===== config.mk =====
export PLATFORM = sky130hd
export DESIGN_NAME = bmux_pipe_flat
export DESIGN_NICKNAME = d
export VERILOG_FILES = /design/src/rtl/bamf_pkg.sv /design/src/rtl/bmux_pipe_if.sv /design/src/rtl/bmux_rr_grant.sv /design/src/rtl/bmux_pipe.sv /design/src/flat_wrapper.sv
export SDC_FILE = /design/constraint.sdc
export NUM_CORES = 1
export LEC_CHECK = 0
export ABC_AREA = 0
export BUFFER_PORTS_ARGS = -buffer_cell sky130_fd_sc_hd__buf_4
export CORE_MARGIN = 2
export CORE_UTILIZATION = 49
export CTS_CLUSTER_SIZE = 8
export DETAILED_ROUTE_END_ITERATION = 16
export GPL_TIMING_DRIVEN = 0
export HOLD_SLACK_MARGIN = 0.03
export PLACE_DENSITY = 0.81
export SYNTH_ARGS = -nofsm -noshare
export SYNTH_HDL_FRONTEND = slang
export SYNTH_HIERARCHICAL = 1
export SYNTH_SLANG_ARGS = --single-unit

===== constraint.sdc =====
create_clock -name clk -period 3.1 [get_ports clk]
set_clock_uncertainty 0.2 [all_clocks]
set_input_delay 0.465 -clock clk [delete_from_list [all_inputs] [get_ports clk]]
set_output_delay 0.465 -clock clk [all_outputs]
set_load 0.05 [all_outputs]

===== src/rtl/bamf_pkg.sv =====
// Shared definitions for the buffered datapath selector: mode encodings and the
// default channel width that matches the existing 10-bit datapath.
package bamf_pkg;

  localparam logic MODE_DIRECTED = 1'b0;
  localparam logic MODE_RR       = 1'b1;

  localparam int DEFAULT_WIDTH = 10;

endpackage


===== src/rtl/bmux_pipe_if.sv =====
// Bundle of the per-channel input handshakes, selection controls and the single
// output handshake of bmux_pipe. The slave side is the selector itself.
interface bmux_pipe_if
  import bamf_pkg::*;
#(
  parameter int WIDTH = DEFAULT_WIDTH,
  parameter int N     = 4
);

  localparam int SEL_W = $clog2(N);

  logic [N*WIDTH-1:0] in_data;
  logic [N-1:0]       in_valid;
  logic [N-1:0]       in_ready;
  logic [SEL_W-1:0]   sel;
  logic               mode;
  logic [WIDTH-1:0]   out_data;
  logic [SEL_W-1:0]   out_sel;
  logic               out_valid;
  logic               out_ready;

  modport master (
    output in_data, in_valid, sel, mode, out_ready,
    input  in_ready, out_data, out_sel, out_valid
  );

  modport slave (
    input  in_data, in_valid, sel, mode, out_ready,
    output in_ready, out_data, out_sel, out_valid
  );

endinterface


===== src/rtl/bmux_rr_grant.sv =====
// Combinational round-robin arbiter: picks the first valid channel at or above
// the pointer, wrapping back to the lowest valid channel when none is found.
module bmux_rr_grant #(
  parameter  int N     = 4,
  localparam int SEL_W = $clog2(N)
) (
  input  logic [SEL_W-1:0] i_ptr,
  input  logic [N-1:0]     i_valid,
  output logic [SEL_W-1:0] o_grant,
  output logic             o_grantValid
);

  logic [SEL_W-1:0] w_hiGrant;
  logic [SEL_W-1:0] w_loGrant;
  logic             w_hiFound;
  logic             w_loFound;

  // Scanning downward leaves the lowest qualifying index in each candidate.
  always_comb begin
    w_hiGrant = '0;
    w_loGrant = '0;
    w_hiFound = 1'b0;
    w_loFound = 1'b0;
    for (int i = N - 1; i >= 0; i--) begin
      if (i_valid[i]) begin
        w_loGrant = SEL_W'(i);
        w_loFound = 1'b1;
        if (SEL_W'(i) >= i_ptr) begin
          w_hiGrant = SEL_W'(i);
          w_hiFound = 1'b1;
        end
      end
    end
    o_grant      = w_hiFound ? w_hiGrant : w_loGrant;
    o_grantValid = w_loFound;
  end

endmodule


===== src/rtl/bmux_pipe.sv =====
// N-way selector with directed or round-robin grant, delivering the chosen word
// through a two-entry skid stage (main register M, skid register S).
module bmux_pipe
  import bamf_pkg::*;
#(
  parameter  int WIDTH = DEFAULT_WIDTH,
  parameter  int N     = 4,
  localparam int SEL_W = $clog2(N)
) (
  input  logic     clk,
  input  logic     rst,
  bmux_pipe_if.slave bus
);

  logic [SEL_W-1:0] r_ptr;
  logic             r_mValid;
  logic [WIDTH-1:0] r_mData;
  logic [SEL_W-1:0] r_mSel;
  logic             r_sValid;
  logic [WIDTH-1:0] r_sData;
  logic [SEL_W-1:0] r_sSel;

  logic [SEL_W-1:0] w_rrGrant;
  logic             w_rrValid;
  logic             w_dirValid;
  logic [SEL_W-1:0] w_grant;
  logic             w_grantValid;
  logic             w_accept;
  logic             w_outXfer;
  logic [WIDTH-1:0] w_inWord;
  logic [N-1:0]     w_inReady;

  bmux_rr_grant #(.N(N)) u_rrGrant (
    .i_ptr        (r_ptr),
    .i_valid      (bus.in_valid),
    .o_grant      (w_rrGrant),
    .o_grantValid (w_rrValid)
  );

  // Matching sel against each legal index keeps out-of-range selects from granting.
  always_comb begin
    w_dirValid = 1'b0;
    for (int i = 0; i < N; i++) begin
      if (bus.sel == SEL_W'(i) && bus.in_valid[i]) begin
        w_dirValid = 1'b1;
      end
    end
    if (bus.mode == MODE_DIRECTED) begin
      w_grant      = bus.sel;
      w_grantValid = w_dirValid;
    end else begin
      w_grant      = w_rrGrant;
      w_grantValid = w_rrValid;
    end
    w_accept  = w_grantValid && !r_sValid && !rst;
    w_outXfer = r_mValid && bus.out_ready;
    w_inWord  = '0;
    w_inReady = '0;
    for (int i = 0; i < N; i++) begin
      if (w_grant == SEL_W'(i)) begin
        w_inWord     = bus.in_data[i*WIDTH +: WIDTH];
        w_inReady[i] = w_accept;
      end
    end
  end

  assign bus.in_ready = w_inReady;

  // S only fills while M is stalled, so an accept never coincides with S full.
  always_ff @(posedge clk) begin
    if (rst) begin
      r_ptr    <= '0;
      r_mValid <= 1'b0;
      r_mData  <= '0;
      r_mSel   <= '0;
      r_sValid <= 1'b0;
      r_sData  <= '0;
      r_sSel   <= '0;
    end else begin
      if (w_accept && bus.mode == MODE_RR) begin
        r_ptr <= (w_grant == SEL_W'(N - 1)) ? '0 : w_grant + 1'b1;
      end
      if (r_sValid) begin
        if (bus.out_ready) begin
          r_mData  <= r_sData;
          r_mSel   <= r_sSel;
          r_sValid <= 1'b0;
        end
      end else if (w_accept) begin
        if (!r_mValid || bus.out_ready) begin
          r_mData  <= w_inWord;
          r_mSel   <= w_grant;
          r_mValid <= 1'b1;
        end else begin
          r_sData  <= w_inWord;
          r_sSel   <= w_grant;
          r_sValid <= 1'b1;
        end
      end else if (w_outXfer) begin
        r_mValid <= 1'b0;
      end
    end
  end

  assign bus.out_data  = r_mData;
  assign bus.out_sel   = r_mSel;
  assign bus.out_valid = r_mValid;

endmodule


===== src/flat_wrapper.sv =====
// flat-port wrapper written by rule: the top's interface ports become plain ports
module bmux_pipe_flat import bamf_pkg::*;
#(
  parameter  int WIDTH = DEFAULT_WIDTH,
  parameter  int N     = 4,
  localparam int SEL_W = $clog2(N)
)
  (clk, rst, bus_in_data, bus_in_valid, bus_sel, bus_mode, bus_out_ready, bus_in_ready, bus_out_data, bus_out_sel, bus_out_valid);
  bmux_pipe_if #(.WIDTH(WIDTH), .N(N)) bus_i ();
  input  logic clk;
  input  logic rst;
  input wire logic [$bits(bus_i.in_data)-1:0] bus_in_data;
  input wire logic [$bits(bus_i.in_valid)-1:0] bus_in_valid;
  input wire logic [$bits(bus_i.sel)-1:0] bus_sel;
  input wire logic [$bits(bus_i.mode)-1:0] bus_mode;
  input wire logic [$bits(bus_i.out_ready)-1:0] bus_out_ready;
  output wire logic [$bits(bus_i.in_ready)-1:0] bus_in_ready;
  output wire logic [$bits(bus_i.out_data)-1:0] bus_out_data;
  output wire logic [$bits(bus_i.out_sel)-1:0] bus_out_sel;
  output wire logic [$bits(bus_i.out_valid)-1:0] bus_out_valid;
  assign bus_i.in_data = bus_in_data;
  assign bus_i.in_valid = bus_in_valid;
  assign bus_i.sel = bus_sel;
  assign bus_i.mode = bus_mode;
  assign bus_i.out_ready = bus_out_ready;
  assign bus_in_ready = bus_i.in_ready;
  assign bus_out_data = bus_i.out_data;
  assign bus_out_sel = bus_i.out_sel;
  assign bus_out_valid = bus_i.out_valid;
  bmux_pipe #(.WIDTH(WIDTH), .N(N)) u_core (.clk(clk), .rst(rst), .bus(bus_i));
endmodule

# Word-level counts from Yosys, hierarchy flattened
# Index checks and enable logic that the tools add are counted.
[totals]
reg_bits = 28
in_bits = 50
output_inout_bits = 17
elab_cells = 97
[classes]
addsub = 1
n_lt_le_gt_ge = 4
n_eq_ne = 8
mux = 55
bitwise = 2
reduce_logical = 20
[ops]
columns = ["operator", "count"]
rows = [
  ["$mux 10", 8],
  ["$mux 2", 19],
  ["$mux 1", 28],
  ["$reduce_and 3->1", 3],
  ["$eq 2x2->1 const B", 4],
  ["$logic_and 1x1->1", 8],
  ["$reduce_bool 2->1", 3],
  ["$eq 2x1->1 const B", 2],
  ["$ge 1x2->1 const A", 2],
  ["$ge 2x2->1 const A", 2],
  ["$logic_not 2->1", 2],
  ["$ne 2x2->1 const B", 2],
  ["$logic_not 1->1", 3],
  ["$add 2x1->2 const B", 1],
  ["$not 1->1", 2],
  ["$logic_or 1x1->1", 1],
]

# Depth between registers and ports, before layout
# Gate-level depths: netlist of the first run.
[logic_depth]
ltp_word = 19
depth_mapped = 11
ltp_nobuf = 10

# Modules after synthesis
# Netlist of the first run, hierarchy kept.
[by_module_without_submodules]
columns = ["mod", "instances", "cells_per_inst", "area_each_um2"]
rows = [
  ["bmux_pipe", 1, 190, 1746.7],
  ["bmux_rr_grant", 1, 14, 73.8],
]

# Least setup slack after synthesis of the first run
# No wires, ideal clock.
[synth_timing]
kind = "input to output"
startpoint = "in bus_in_valid[0]"
endpoint = "out bus_in_ready[1]"
arrival_time_ps = 2151
required_ps = 2435
path_slack_ps = 284
path_stages = 8
path_buffers = 1
cell_sequence = "or2b_1 -> a21oi_1 -> a211oi_1 -> a21oi_1 -> inv_1 -> ha_1 -> clkbuf_1 -> and3_1"
[synth_lines]
columns = ["element", "line", "source"]
rows = [
  ["start: declaration", "flat_wrapper.sv:13", "input wire logic [$bits(bus_i.in_valid)-1:0] bus_in_valid;"],
  ["$mux 2 / $mux 1 (equally long branches)", "bmux_rr_grant.sv:25", "if (i_valid[i]) begin"],
  ["$mux 2 (*)", "bmux_rr_grant.sv:34", "o_grant = w_hiFound ? w_hiGrant : w_loGrant;"],
  ["via u_core.w_rrGrant[0]", "bmux_pipe.sv:23", "logic [SEL_W-1:0] w_rrGrant;"],
  ["$mux 2 (*)", "bmux_pipe.sv:48", "if (bus.mode == MODE_DIRECTED) begin"],
  ["via u_core.w_grant[0]", "bmux_pipe.sv:26", "logic [SEL_W-1:0] w_grant;"],
  ["$eq 2x1->1 (*)", "bmux_pipe.sv:60", "if (w_grant == SEL_W'(i)) begin"],
  ["$mux 1 (*)", "bmux_pipe.sv:60", ""],
  ["end: declaration", "flat_wrapper.sv:17", "output wire logic [$bits(bus_i.in_ready)-1:0] bus_in_ready;"],
]
# The timed path passes the listed nets; every way through them passes the cells marked *.

# Worst setup path after layout of the first run
[layout_timing]
startpoint = "reg u_core.r_ptr[1]"
endpoint = "out bus_in_ready[1]"
[layout_between]
elab_chain_len = 13
[layout_lines]
columns = ["element", "line", "source"]
rows = [
  ["start: declaration", "bmux_pipe.sv:15", "logic [SEL_W-1:0] r_ptr;"],
  ["start signal: assignment", "bmux_pipe.sv:81", "r_ptr <= (w_grant == SEL_W'(N - 1)) ? '0 : w_grant + 1'b1;"],
  ["$ge 2x2->1", "bmux_rr_grant.sv:28", "if (SEL_W'(i) >= i_ptr) begin"],
  ["$mux 2 / $mux 1 (equally long branches)", "bmux_rr_grant.sv:28", ""],
  ["$mux 2 / $mux 1 (equally long branches)", "bmux_rr_grant.sv:25", ""],
  ["$mux 2 / $mux 1 (equally long branches)", "bmux_rr_grant.sv:28", ""],
  ["$mux 2 / $mux 1 (equally long branches)", "bmux_rr_grant.sv:25", ""],
  ["$mux 2 / $mux 1 (equally long branches)", "bmux_rr_grant.sv:28", ""],
  ["$mux 2 / $mux 1 (equally long branches)", "bmux_rr_grant.sv:25", ""],
  ["$mux 2 / $mux 1 (equally long branches)", "bmux_rr_grant.sv:28", ""],
  ["$mux 2 / $mux 1 (equally long branches)", "bmux_rr_grant.sv:25", ""],
  ["$mux 2 (*)", "bmux_rr_grant.sv:34", ""],
  ["via u_core.w_rrGrant[0]", "bmux_pipe.sv:23", ""],
  ["$mux 2 (*)", "bmux_pipe.sv:48", ""],
  ["via u_core.w_grant[0]", "bmux_pipe.sv:26", ""],
  ["$eq 2x1->1 (*)", "bmux_pipe.sv:60", ""],
  ["$mux 1 (*)", "bmux_pipe.sv:60", ""],
]
# Marks and branches as above.

==> results of run 1 <==
layout make-up:
class	count	area share [%]
clock buffers	3	1.698
multi-input cells	154	47.61
well taps	48	2.470
plain buffers	16	4.117
flip-flops and latches	28	23.11
repair buffers	65	20.07
inverters	6	0.9264
kinds of logic after synthesis:
family | Yosys count | share of synthesized area (%)
compound gates | 65 | 30.17
fa+ha+maj | 4 | 2.749
buf+inv | 22 | 6.460
flops | 28 | 30.79
mux | 19 | 10.45
simple gates | 66 | 19.38
layout by cell type (no fill, tap or decap), drive strengths merged:
master and instances:
nand2b 4, or4 1, o21ai 3, mux2i 19, o2111ai 9, and3 4
or2 1, a21oi 5, nand2 32, nor2b 4, dfxtp 28, clkbuf 10
a21o 1, and4 1, buf 74, a311oi 10, o211ai 12, or2b 8
a211oi 13, nand3 2, o31ai 1, nor3 1, a22oi 1, nand4 1
a221o 9, inv 5, nor2 7, clkinv 1, a2111oi 1, ha 4
report_power, final:
group	leakage [nW]	switching, mW	internal [mW]
combinational	0.836	0.264	0.192
clock	0.0216	0.102	0.0870
sequential	0.230	0.0230	0.396
worst max-delay path by stage:
stage                          startpoint         endpoint  slack, ns  depth (start not counted)
after global placement    bus_in_valid[0]  bus_in_ready[1]      -0.05                         10
after global routing      u_core/r_ptr[1]  bus_in_ready[1]     -0.005                          9
after CTS                 u_core/r_ptr[1]  bus_in_ready[3]       0.01                          9
after floorplan           bus_in_valid[0]  bus_in_ready[1]       0.28                          8
after detailed placement  bus_in_valid[0]  bus_in_ready[3]      -0.12                         10
final                     u_core/r_ptr[1]  bus_in_ready[1]       0.12                          9
worst register-to-register path: cells and delay by family, from the launching register on:
kind	cells	cell delay, ns
adders and majority gates	1	0.25
buffers and inverters	2	0.30
and+or+nand+nor	3	0.65
muxes	1	0.31
AOI/OAI and AO/OA	4	0.66
DFF	1	0.36
stage by stage:
stage	cell area, µm²	worst slack (ns)	utilization, %	power (mW)	cells
final	2431	0.1168	67.42	1.064	320
after global routing	2431	-0.004854	67.42	1.125	320
after CTS	2421	0.01252	67.14	1.064	320
after detailed placement	2369	-0.1206	65.68	0.8746	317
after global placement	2369	-0.05177	65.68	0.8659	317
after floorplan	1821	0.2843	-	0.7269	204
per-layer routing:
metal	track usage (%)	vias up
met5	0	-
met4	3.989	0
met3	2.604	6
met2	37.63	55
met1	34.98	814
li1	-	920
sequential cells by signal, indices dropped and copies added, names as in the netlist:
register,cells
u_core/bus.out_valid,1
u_core/r_sData,10
u_core/bus.out_data,10
u_core/r_ptr,2
u_core/bus.out_sel,2
u_core/r_sValid,1
u_core/r_sSel,2
==> results.py, run 1 <==
metrics = {
    "timing": {
        "period_needed_ns": 2.983,
        "hold_viol": 0,
        "setup-tns-final_ns": 0,
        "fmax_ghz": 0.3352,
        "period_share_pct": 96.23,
        "maxSlewHeadroom_pct": 67.66,
        "worstMarginPinSlew_ns": 0.4825,
        "whs_ns": 0.1866,
        "setup_viol": 0,
        "final_max_slew_viol_count": 0,
    },
    "yosys": {
        "synth_area_per_cell_um2": 8.924,
        "ys_seq_elements": 28,
        "syn_area_um2": 1820,
        "yosysWarnings": 6,
        "synth_common_cells": "nand2_1, dfxtp_1, mux2i_1",
        "synth_edf_count": 0,
        "synth_top_area_share_pct": 30.79,
        "netlist_instances": 204,
        "synth_flop_cell": "dfxtp_1",
        "async_flop_share_pct": 0,
        "synth_area_leaders": "dfxtp_1, mux2i_1, nand2_1, a211oi_1, a221o_1",
        "yosys.area.top_type": "dfxtp_1",
        "yosysMostFrequentCell": "nand2_1",
        "ys_seq_area_share_pct": 30.79,
        "ys_types": 35,
        "syn_nets": 258,
    },
    "detailed_routing": {
        "vias": 1795,
        "dr.pass1.iters": 4,
        "route.detailed.drc": 0,
        "top_layer": "met4",
        "dr_wl_met3_um": 214,
        "drtAntennaViolNets": 0,
        "wl_per_cell_um": 14.70,
        "vias_per_cell": 5.609,
        "drt_wl_total_mm": 4.705,
        "m1WireLength_mm": 2.285,
        "drt-initial-drc-count": 95,
        "wl_met2_mm": 2.162,
    },
    "min_path": {
        "hold_end": "u_core/r_sValid",
        "hold_path_depth": 2,
        "worstHoldStart": "bus_out_ready",
        "min_path_type": "in2reg",
    },
    "clock_tree": {
        "cts-resized-gates": 4,
        "post_cts_buffers": 0,
        "cts_tree": "built",
        "clkSlewWorstSetupHoldPaths_ns": 0.09,
        "cts_made_buffers": 3,
        "numClockSinks": 28,
        "htree_num_levels": 1,
        "cts.root.buffer_cell": "clkbuf_8",
        "clk_latency_ns": 0.27,
        "cts_hold_buf": 0,
        "ctsLongestPathBuffers": 2,
    },
    "floorplan": {
        "core_um2": 3606,
        "die_h_um": 64.96,
        "die_x_um": 64.96,
        "num_rows": 22,
        "die-area_um2": 4219,
        "io_pins": 67,
        "initial_core_util_pct": 50.49,
    },
    "setup_path": {
        "cpLargestDelayFamily": "buffers and inverters",
        "reg2regPathDepth": 11,
        "end_kind": "primary output",
        "arrival_ns": 2.32,
        "reg2reg_to": "u_core/bus.out_data[3]",
        "cp_cell_sequence": "or2b_1, a21oi_1, a211oi_2, a21oi_2, inv_1, ha_1, clkbuf_2, and3_1, buf_4",
        "cp_max_fo": 10,
        "cp_slowest_stage_delay_ns": 0.36,
        "critPathBufInv": 3,
        "timing.rr.start": "u_core/r_ptr[1]",
        "crit_slowest_cell": "dfxtp_2",
        "ff2ff_setup_slack_ns": 0.25,
        "crit_required_ns": 2.43,
        "crit_type": "reg2out",
        "start_kind": "register",
    },
    "job": {
        "cap_viol_max_count": 0,
    },
    "global_routing": {
        "antenna_found_initial": 0,
        "grt_pass1_vias": 1634,
        "overflow": 0,
        "grt_max_degree": 15,
        "grtUsageTotal_pct": 23.72,
        "grt_pass1_wl_mm": 7.879,
    },
    "final_layout": {
        "drive_gt1_share_pct": 34.56,
        "final-seq-area_um2": 561.8,
        "nFillCells": 315,
        "finish.net_count": 328,
        "syn2layout_area_growth_pct": 33.54,
        "multi_input_comb_area_um2": 1157,
        "antenna_cells": 0,
    },
    "placed_design": {
        "finalWeightedCongestion": 0.8388,
        "dp_hpwl_mm": 3.886,
        "numPortBuffers": 65,
    },
    "pwr": {
        "powerDensity_nw_per_um2": 437.5,
        "leakagePower_nw": 1.088,
        "irDropWorstVdd_mv": 0.1940,
    },
    "status": {
        "status": "finished, final reports clean",
    },
}
No activity file was read; power rests on OpenSTA's default activity.
==> run 2, diff against run 1 <==
CELL_PAD_IN_SITES_DETAIL_PLACEMENT = 0   (was default)
CELL_PAD_IN_SITES_GLOBAL_PLACEMENT = 1   (was default)
CORE_UTILIZATION = 36   (was 49)
PLACE_DENSITY = 0.82   (was 0.81)
==> run 2 against run 1 <==
  * Die area up 34%
  * Critical path depth unchanged
  * Final area up 1.1%
  * Via count increased by 1.9%
  * Global-route usage shrank 4.1 points
  * Clock power hardly changed
  * Non-clock buffer count stayed put
  * Cell count increased by 5.9%
  * Largest power group unchanged
==> results.py, run 2 (same netlist as run 1, synthesis figures left out) <==
metrics = {
    "status": {
        "status": "finished, final reports clean",
    },
    "detailed_routing": {
        "drt_wl_total_mm": 5.382,
        "vias_per_cell": 5.398,
        "wl_per_cell_um": 15.88,
        "dr.pass1.iters": 5,
        "drt-initial-drc-count": 97,
        "drtAntennaViolNets": 0,
        "route.detailed.drc": 0,
        "vias": 1830,
    },
    "floorplan": {
        "die_x_um": 75.11,
        "core_um2": 4786,
        "io_pins": 67,
        "die_h_um": 75.11,
        "num_rows": 25,
        "die-area_um2": 5642,
        "initial_core_util_pct": 38.04,
    },
    "setup_path": {
        "crit_slowest_cell": "dfxtp_2",
        "crit_required_ns": 2.43,
        "end_kind": "primary output",
        "start_kind": "register",
        "cp_max_fo": 10,
        "crit_type": "reg2out",
        "cp_slowest_stage_delay_ns": 0.36,
        "cp_cell_sequence": "or2b_1, a21oi_1, a211oi_2, a21oi_2, inv_1, ha_1, clkbuf_4, and3_1, buf_4",
        "arrival_ns": 2.27,
    },
    "clock_tree": {
        "htree_num_levels": 1,
        "post_cts_buffers": 0,
        "ctsLongestPathBuffers": 2,
        "numClockSinks": 28,
        "cts.root.buffer_cell": "clkbuf_8",
        "clkSlewWorstSetupHoldPaths_ns": 0.09,
        "cts_made_buffers": 3,
        "cts_tree": "built",
        "clk_latency_ns": 0.27,
    },
    "final_layout": {
        "antenna_cells": 0,
        "final_common_cell": "buf_4",
        "instances_no_fill": 339,
        "syn2layout_area_growth_pct": 34.98,
        "mostFrequentLayoutCells": "buf_4, nand2_1, dfxtp_1, mux2i_1",
        "fin_area_um2": 2457,
        "drive_gt1_share_pct": 34.56,
        "finish.net_count": 328,
    },
    "timing": {
        "fin_ws_ns": 0.1693,
        "period_needed_ns": 2.931,
        "rsz0062_at_grt": "false",
        "setup_viol": 0,
        "fmax_ghz": 0.3412,
        "hold_viol": 0,
        "maxSlewHeadroom_pct": 66.21,
        "final_max_slew_viol_count": 0,
        "period_share_pct": 94.54,
        "worstMarginPinSlew_ns": 0.5041,
        "whs_ns": 0.1741,
    },
    "global_routing": {
        "grtUsageTotal_pct": 19.57,
        "grt_pass1_vias": 1638,
        "grt_max_degree": 15,
        "grt_pass1_wl_mm": 8.266,
        "antenna_found_initial": 0,
        "overflow": 0,
    },
    "pwr": {
        "p_clk_share_pct": 17.9,
        "leakagePower_nw": 1.088,
        "power_switching_mw": 0.3978,
        "p_seq_share_pct": 39.1,
        "irDropWorstVdd_mv": 0.1915,
        "pwr-share-comb_pct": 43.0,
        "power_mw": 1.073,
        "internal-power_mw": 0.6749,
        "powerDensity_nw_per_um2": 436.5,
        "swShare_pct": 37.08,
    },
    "min_path": {
        "min_path_type": "in2reg",
    },
    "placed_design": {
        "numPortBuffers": 65,
        "place_inst": 336,
        "finalWeightedCongestion": 0.7663,
        "dpl_worst_slack_ns": -0.1273,
        "dp_hpwl_mm": 4.246,
        "place_area_um2": 2392,
    },
    "job": {
        "cap_viol_max_count": 0,
    },
}
==> run 2: through the flow <==
stage          util, %  setup TNS [ns]
4_1_cts          51.06               0
2_1_floorplan        -               0
6_report         51.35               0
5_1_grt          51.35               0
3_3_place_gp     49.99         -0.3178
3_5_place_dp     49.99         -0.5480
==> run 2: final cells by class <==
type	count	area (µm²)
multi-input cells	154	1157
flip-flops and latches	28	561.8
plain buffers	16	102.6
fillers	489	2328
inverters	6	22.52
clock buffers	3	41.29
repair buffers	65	488.0
well taps	67	83.83
==> run 2: path summary, 6_finish.rpt <==
kind                                   startpoint                     end  slack (ns)  cells after the start
worst max-delay path              u_core/r_ptr[1]         bus_in_ready[1]        0.17                      9
worst min-delay path                bus_out_ready         u_core/r_sValid        0.17                      2
worst max register to register    u_core/r_ptr[1]  u_core/bus.out_data[0]        0.23                     11
worst min register to register  u_core/r_sData[2]       u_core/r_sData[2]        0.26                      2
==> run 2: routing by layer <==
metal | routed length, µm | GRT usage, % | share of wire (%) | up-vias
met4 | 62 | 5.159 | 1.2 | 0
met2 | 2476 | 30.31 | 46 | 54
met1 | 2594 | 28.61 | 48 | 851
met5 | 0 | 0 | 0 | -
li1 | - | - | - | 919
met3 | 249 | 2.544 | 4.6 | 6
==> run 2: power by group through the flow <==
stage / logic, mW / registers (mW) / clock network (mW)
after global placement: 0.450 / 0.426 / 0
after CTS: 0.456 / 0.420 / 0.200
after floorplan: 0.227 / 0.500 / 0
after global routing: 0.493 / 0.424 / 0.208
after detailed placement: 0.452 / 0.429 / 0
final: 0.461 / 0.420 / 0.192
==> run 2: timing repair <==
| item | CTS | global route |
|---|---|---|
| pin swaps | 0 | 0 |
| resized for setup | 5 | 4 |
| setup endpoints to repair | 2 | 13 |
| hold buffers | 0 | 0 |
==> run 2: critical path: cells and delay by family (launching register included) <==
kind / cells / cell delay, ns
AO/OA/AOI/OAI: 3 / 0.46
adder cells (fa/ha/maj): 1 / 0.27
AND/OR/NAND/NOR: 2 / 0.40
buffers and inverters: 3 / 0.51
flip-flops: 1 / 0.36
==> run 3, diff against run 2 <==
CORE_UTILIZATION = 37   (was 36)
CTS_BUF_LIST = sky130_fd_sc_hd__clkbuf_4 sky130_fd_sc_hd__clkbuf_8   (was default)
PLACE_DENSITY = 0.84   (was 0.82)
==> run 3 against run 2 <==
  * First-iteration DRC count up 4.1%
  * Worst setup slack better by 0.0020 ns
  * Critical path depth is the same
  * Combinational power hardly changed
  * Total power grew 3.2%
  * Hold slack got worse by 0.0021 ns
==> results.py, run 3 (same netlist as run 1, synthesis figures left out) <==
metrics = {
    "global_routing": {
        "antenna_found_initial": 0,
        "overflow": 0,
        "grt_pass1_wl_mm": 8.376,
        "grtUsageTotal_pct": 20.03,
        "grt_pass1_vias": 1667,
        "grt_max_degree": 16,
    },
    "timing": {
        "final_max_slew_viol_count": 0,
        "period_needed_ns": 2.929,
        "whs_ns": 0.1720,
        "hold_viol": 0,
        "worstMarginPinSlew_ns": 0.5202,
        "setup_viol": 0,
        "rsz0062_at_grt": "false",
        "period_share_pct": 94.47,
        "maxSlewHeadroom_pct": 65.32,
        "fin_ws_ns": 0.1713,
        "fmax_ghz": 0.3415,
    },
    "detailed_routing": {
        "drt-initial-drc-count": 101,
        "drt_wl_total_mm": 5.319,
        "route.detailed.drc": 0,
        "vias": 1855,
        "vias_per_cell": 5.456,
        "wl_per_cell_um": 15.64,
        "drtAntennaViolNets": 0,
        "dr.pass1.iters": 4,
    },
    "placed_design": {
        "dp_hpwl_mm": 4.209,
        "place_area_um2": 2392,
        "numPortBuffers": 65,
        "finalWeightedCongestion": 0.7946,
        "dpl_worst_slack_ns": -0.1868,
        "place_inst": 336,
    },
    "floorplan": {
        "die-area_um2": 5497,
        "num_rows": 25,
        "initial_core_util_pct": 38.54,
        "io_pins": 67,
        "core_um2": 4723,
        "die_h_um": 74.15,
        "die_x_um": 74.15,
    },
    "final_layout": {
        "instances_no_fill": 340,
        "finish.net_count": 328,
        "syn2layout_area_growth_pct": 35.94,
        "multi_input_comb_area_um2": 1161,
        "mostFrequentLayoutCells": "buf_4, nand2_1, dfxtp_1, mux2i_1",
        "nFillCells": 469,
        "fin_area_um2": 2475,
        "drive_gt1_share_pct": 35.16,
        "antenna_cells": 0,
        "final-seq-area_um2": 561.8,
        "final_common_cell": "buf_4",
    },
    "pwr": {
        "leakagePower_nw": 1.096,
        "power_mw": 1.107,
        "powerDensity_nw_per_um2": 447.4,
        "irDropWorstVdd_mv": 0.1995,
    },
    "setup_path": {
        "start_kind": "register",
        "crit_required_ns": 2.43,
        "end_kind": "primary output",
        "crit_type": "reg2out",
        "cp_max_fo": 10,
        "arrival_ns": 2.26,
    },
    "clock_tree": {
        "numClockSinks": 28,
        "cts.root.buffer_cell": "clkbuf_8",
        "clk_latency_ns": 0.27,
        "htree_num_levels": 1,
        "cts_made_buffers": 3,
        "post_cts_buffers": 0,
        "ctsLongestPathBuffers": 2,
        "clkSlewWorstSetupHoldPaths_ns": 0.09,
        "cts_hold_buf": 0,
        "cts_tree": "built",
    },
    "job": {
        "cap_viol_max_count": 0,
    },
    "min_path": {
        "min_path_type": "in2reg",
    },
    "status": {
        "status": "finished, final reports clean",
    },
}
==> run 3: metrics by stage <==
stage	utilization [%]	setup TNS [ns]
after floorplan	-	0
after global placement	50.65	-0.2060
after detailed placement	50.65	-1.011
after CTS	52.11	0
after global routing	52.40	0
final	52.40	0
==> run 3: path summary, 6_finish.rpt <==
check / depth (start not counted) / slack (ns) / to / startpoint
worst max-delay path: 9 / 0.17 / bus_in_ready[1] / u_core/r_ptr[1]
worst min-delay path: 2 / 0.17 / u_core/r_sValid / bus_out_ready
worst max register to register: 11 / 0.26 / u_core/bus.out_data[9] / u_core/r_ptr[1]
worst min register to register: 2 / 0.26 / u_core/r_sSel[0] / u_core/r_sSel[0]
==> run 3: layer usage <==
layer | vias up | global-route usage (%) | wire, µm
met5 | - | 0 | 0
met4 | 0 | 6.263 | 55
met3 | 4 | 1.897 | 249
met2 | 55 | 30.95 | 2456
met1 | 875 | 29.36 | 2557
li1 | 921 | - | -
==> run 3: what timing repair did <==
action                                  4_1_cts  5_1_grt
endpoints found under the hold margin         0        0
pin swaps                                     0        1
endpoints found under the setup margin        2        2
gates resized for setup                       6        4
==> run 3: final cells by class <==
type,count,share of cell area [%]
well taps,67,3.387
repair buffers,65,19.72
inverters,6,0.9100
clock buffers,4,2.224
flip-flops and latches,28,22.70
plain buffers,16,4.146
multi-input cells,154,46.92
==> run 3: worst max-delay path, stage by stage (launching register included) <==
cell and delay [ns]:
dfxtp_2 0.36, or2b_1 0.26, a21oi_2 0.14, a211oi_2 0.07, a21oi_2 0.22, inv_1 0.13, ha_1 0.27, clkbuf_4 0.21
and3_1 0.16, buf_4 0.18
==> run 3: power breakdown <==
| group | internal [mW] | switching, mW | total [mW] | leakage, nW |
|---|---|---|---|---|
| registers | 0.396 | 0.0241 | 0.420 | 0.230 |
| logic | 0.193 | 0.270 | 0.463 | 0.837 |
| clock network | 0.114 | 0.111 | 0.225 | 0.0288 |
| total | 0.702 | 0.405 | 1.11 | 1.10 |
